<file path="config.mk">
export PLATFORM = sky130hd
export DESIGN_NAME = iperm_ctrl_n
export DESIGN_NICKNAME = d
export VERILOG_FILES = /design/src/rtl/iperm_pkg.sv /design/src/rtl/iperm_ctrl_n.sv
export SDC_FILE = /design/constraint.sdc
export NUM_CORES = 1
export LEC_CHECK = 0
export CAP_MARGIN = 0
export CELL_PAD_IN_SITES_DETAIL_PLACEMENT = 1
export CELL_PAD_IN_SITES_GLOBAL_PLACEMENT = 2
export CORE_MARGIN = 8
export CORE_UTILIZATION = 29
export CTS_BUF_LIST = sky130_fd_sc_hd__clkbuf_16
export CTS_CLUSTER_DIAMETER = 120
export DETAILED_ROUTE_END_ITERATION = 7
export PLACE_DENSITY_LB_ADDON = 0.25
export SETUP_SLACK_MARGIN = 0.3
export SLEW_MARGIN = 20
export SYNTH_ARGS = -nofsm -noshare
export SYNTH_HDL_FRONTEND = slang
export SYNTH_SLANG_ARGS = --single-unit
</file>
<file path="constraint.sdc">
create_clock -name clk -period 1.9 [get_ports clk]
set_input_delay 0.285 -clock clk [delete_from_list [all_inputs] [get_ports clk]]
set_output_delay 0.285 -clock clk [all_outputs]
set_load 0.005 [all_outputs]
</file>
<file path="src/rtl/iperm_pkg.sv">
// Shared types and defaults for the input-permute controller family.
package iperm_pkg;

  typedef enum logic {
    IDLE = 1'b0,
    RUN  = 1'b1
  } state_e;

  // Default legal opcode set: 1, 5 and 7.
  localparam logic [15:0] VALID_MASK_DEF = 16'h00A2;

  function automatic int sel_width(input int n);
    return (n > 1) ? $clog2(n) : 1;
  endfunction

endpackage

</file>
<file path="src/rtl/iperm_ctrl_n.sv">
// NCH-way input-permute controller: each legal kp token forwards k_len+1 beats
// from one selected channel to the single downstream req/ack port.
module iperm_ctrl_n
  import iperm_pkg::*;
#(
  parameter int                  NCH        = 2,
  parameter int                  SELW       = sel_width(NCH),
  parameter int                  KW         = 4,
  parameter logic [2**KW-1:0]    VALID_MASK = VALID_MASK_DEF,
  parameter int                  LENW       = 8,
  parameter int                  ERRW       = 8
) (
  input  logic            clk,
  input  logic            reset_n,
  input  logic [NCH-1:0]  t_dat_req,
  output logic [NCH-1:0]  t_dat_ack,
  input  logic            t_kp_req,
  output logic            t_kp_ack,
  input  logic [KW-1:0]   k_ctrl,
  input  logic [SELW-1:0] k_sel,
  input  logic [LENW-1:0] k_len,
  output logic            i_dat_req,
  input  logic            i_dat_ack,
  output logic [KW-1:0]   i_op,
  output logic            i_last,
  output logic            busy,
  output logic [ERRW-1:0] err_cnt
);

  localparam logic [SELW:0]   NCH_W   = (SELW+1)'(NCH);
  localparam logic [ERRW-1:0] ERR_MAX = '1;

  state_e          state_q, state_d;
  logic [KW-1:0]   op_q, op_d;
  logic [SELW-1:0] sel_q, sel_d;
  logic [LENW-1:0] len_q, len_d;
  logic [LENW-1:0] beat_q, beat_d;
  logic [ERRW-1:0] err_q, err_d;

  logic            kp_bad;
  logic [NCH-1:0]  sel_oh;
  logic            beat;

  assign kp_bad = ~VALID_MASK[k_ctrl] | ({1'b0, k_sel} >= NCH_W);

  always_comb begin
    for (int c = 0; c < NCH; c++) begin
      sel_oh[c] = (sel_q == SELW'(c));
    end
  end

  always_ff @(posedge clk or negedge reset_n) begin
    if (!reset_n) begin
      state_q <= IDLE;
      op_q    <= '0;
      sel_q   <= '0;
      len_q   <= '0;
      beat_q  <= '0;
      err_q   <= '0;
    end else begin
      state_q <= state_d;
      op_q    <= op_d;
      sel_q   <= sel_d;
      len_q   <= len_d;
      beat_q  <= beat_d;
      err_q   <= err_d;
    end
  end

  always_comb begin
    state_d   = state_q;
    op_d      = op_q;
    sel_d     = sel_q;
    len_d     = len_q;
    beat_d    = beat_q;
    err_d     = err_q;
    t_kp_ack  = 1'b0;
    i_dat_req = 1'b0;
    t_dat_ack = '0;
    i_last    = 1'b0;
    beat      = 1'b0;

    unique case (state_q)
      IDLE: begin
        // Reset_n gating keeps the combinational kp ack quiet while held in reset.
        t_kp_ack = t_kp_req & reset_n;
        if (t_kp_req) begin
          if (kp_bad) begin
            if (err_q != ERR_MAX) err_d = err_q + ERRW'(1);
          end else begin
            op_d    = k_ctrl;
            sel_d   = k_sel;
            len_d   = k_len;
            beat_d  = '0;
            state_d = RUN;
          end
        end
      end
      RUN: begin
        i_dat_req = |(t_dat_req & sel_oh);
        t_dat_ack = sel_oh & {NCH{i_dat_ack}};
        i_last    = (beat_q == len_q);
        beat      = i_dat_req & i_dat_ack;
        if (beat) begin
          beat_d = beat_q + LENW'(1);
          if (i_last) state_d = IDLE;
        end
      end
      default: state_d = IDLE;
    endcase
  end

  assign i_op    = op_q;
  assign busy    = (state_q == RUN);
  assign err_cnt = err_q;

endmodule

</file>
==> flow_summary.yaml <==
outcome:
  status: "completed"
die:
  die_w_um: 87.3
  fp.dieArea_sq_um: 7620
  core-area_sq_um: 5010
  start_util_pct: 29.4
  num_io_pins: 37
  die_y_um: 87.3
  rows: 26
drt:
  firstDrtPassIters: 4
  drc: 0
  drt-initial-drc-count: 52
  vias_per_cell: 4.57
  drtAntennaViolNets: 0
  routed_wl_mm: 4.18
  vias: 1283
  wl_per_cell_um: 14.9
yosys:
  synth_flop_cell: "dfrtp_1"
  ys_ff_latch: 30
  avgSynthCellArea_sq_um: 9.89
  synthDistinctLibCells: 31
  seq_area_frac_synth_pct: 50.9
  synth_area_sq_um: 1470
  synth_fp_nets: 170
  synth_area_leader_cell: "dfrtp_1"
  ys_top_cells_by_area: "dfrtp_1 (51%), nand2_1 (10%), xnor2_1 (4.8%)"
  yosys_warnings: 0
  yosys.area.top_type_share_pct: 50.9
  synthCells: 149
  synth_edf_count: 0
  async_flop_share_pct: 100
pwr:
  peakVddDrop_mv: 0.577
  power_density_nw_per_um2: 1310
  leakagePower_uw: 0.000985
setup_path:
  worstPathArrival_ns: 1.37
  worstReg2RegStart: "busy"
  r2r-end: "beat_q[4]"
  critical_path_required_ns: 1.62
  worst_setup_path_start_kind: "flop"
  rrSetupSlack_ns: 0.35
  worst-r2r-cell-count: 6
  path_class: "flop to output port"
  cp-end-kind: "output port"
  cp_max_fo: 3
placement:
  hpwl_mm: 3.16
  port_buffers: 36
  place_area_sq_um: 2030
  gp_congestion: 0.752
clocking:
  numCtsBuffers: 5
  cts_tree: "done"
  cts.htree.levels: 2
  cts.clk_slew.worst_paths_ns: 0.05
  root_buffer: "clkbuf_16"
  cts.path.max_buffers: 2
  cts.sinks: 30
  worstSkewPairLatency_ns: 0.28
  cts_hold_buf: 0
sta:
  max_freq_ghz: 0.604
  rsz0062_at_grt: "true"
  period_needed_ns: 1.65
  hold_viol: 0
  tightest_slew_ns: 0.408
  min_period_over_period_pct: 87.1
  setup_tns_ns: 0
  relSlewSlack_pct: 72.8
  setup_viol: 0
  worst_clock_skew_ns: 0.00375
  maxSlewViolCount: 0
  hold-worst-slack_ns: 0.478
cells_and_area:
  final_area_sq_um: 2250
  fin_util_pct: 44.8
  area_growth_pct: 52.4
  antenna_cells: 0
  layout_commonest_cell: "nand2_1"
  final_nets: 231
  drive_gt1_share_pct: 23.7
  mostFrequentLayoutCells: "nand2_1 (40), clkdlybuf4s50_1 (31), dfrtp_1 (27)"
min_path:
  min-delay-start: "i_op[3]"
  holdPathEnd: "i_op[3]"
  hp-class: "flop to flop"
  hold_path_depth: 1
global_route:
  antenna_found_initial: 0
  grt_pass1_vias: 1525
  track_usage_pct: 12.4
  grt_max_degree: 31
  overflow: 0
  grt_pass1_wl_mm: 7.40
run:
  max_cap_viol_count: 0
[critical path, stage by stage (launching register included)]
cell and delay (ns):
dfrtp_1 0.41, xnor2_1 0.18, nand4_1 0.14, nor2_2 0.13
and2_4 0.16, buf_6 0.08
[kinds of logic after synthesis]
family / count (synthesis) / synth area share [%]
AOI/OAI and AO/OA: 11 / 5.94
DFF: 30 / 50.9
buffers and inverters: 5 / 1.61
and+or+nand+nor: 82 / 27.8
muxes: 3 / 2.46
adders and majority gates: 2 / 1.70
xor gates and xnor gates: 16 / 9.51
[synthesized netlist by cell type, types with 2 or more instances]
master and n:
nand2_1 40, nor4_1 4, buf_2 4, nor2_1 5
nor3_1 2, nand2b_1 2, xor2_1 8, nand4_1 7
o211ai_1 3, o31ai_1 3, nand3_1 7, dfrtp_1 30
nor2b_1 3, xnor2_1 8, ha_1 2, and2_1 6
[cell type report]
type | instances | area [sq um]
Multi-Input combinational cell | 114 | 737
Timing Repair Buffer | 59 | 531
Fill cell | 601 | 2760
Clock buffer | 5 | 125
Tap cell | 70 | 87.6
Sequential cell | 30 | 754
Clock inverter | 3 | 11.3
[sequential cells by signal (all words and copies together), names as in the netlist]
register / flops
len_q: 8
sel_q: 1
beat_q: 8
i_op: 4
busy: 1
err_cnt: 8
[through the flow]
step | power (uW) | worst slack [ns] | std cells
floorplan | 1550 | 0.447 | 149
global placement | 2080 | 0.0347 | 266
detailed placement | 2140 | -0.00451 | 266
CTS | 2970 | 0.0706 | 280
global route | 3160 | 0.159 | 281
finish | 2940 | 0.246 | 281
[power by group]
| part | internal, uW | total [uW] | switching, uW |
|---|---|---|---|
| clock | 470 | 735 | 265 |
| sequential | 879 | 1100 | 226 |
| combinational | 646 | 1100 | 456 |
| total | 1990 | 2940 | 948 |
[worst max-delay path by stage]
stage / slack, ns / cells past startpoint / to / from
final: 0.25 / 5 / i_last / beat_q[7]
after global routing: 0.16 / 5 / i_last / beat_q[7]
after CTS: 0.07 / 5 / i_last / beat_q[6]
after detailed placement: -0.005 / 5 / err_cnt[1] / k_ctrl[1]
after global placement: 0.03 / 5 / err_cnt[1] / k_ctrl[1]
after floorplan: 0.45 / 5 / err_cnt[1] / err_cnt[0]
[metal layers]
layer	GRT usage, %	routed length (um)
met1	14.5	1900
met2	20.1	1980
met3	5.00	251
met4	3.75	51
met5	0	0
[what timing repair did]
item | CTS | global route
setup endpoints to repair | 10 | 20
setup buffers | 6 | 1
gates resized for setup | 15 | 14
pin swaps | 3 | 7
Note: power is estimated with default switching activity, not from simulation.
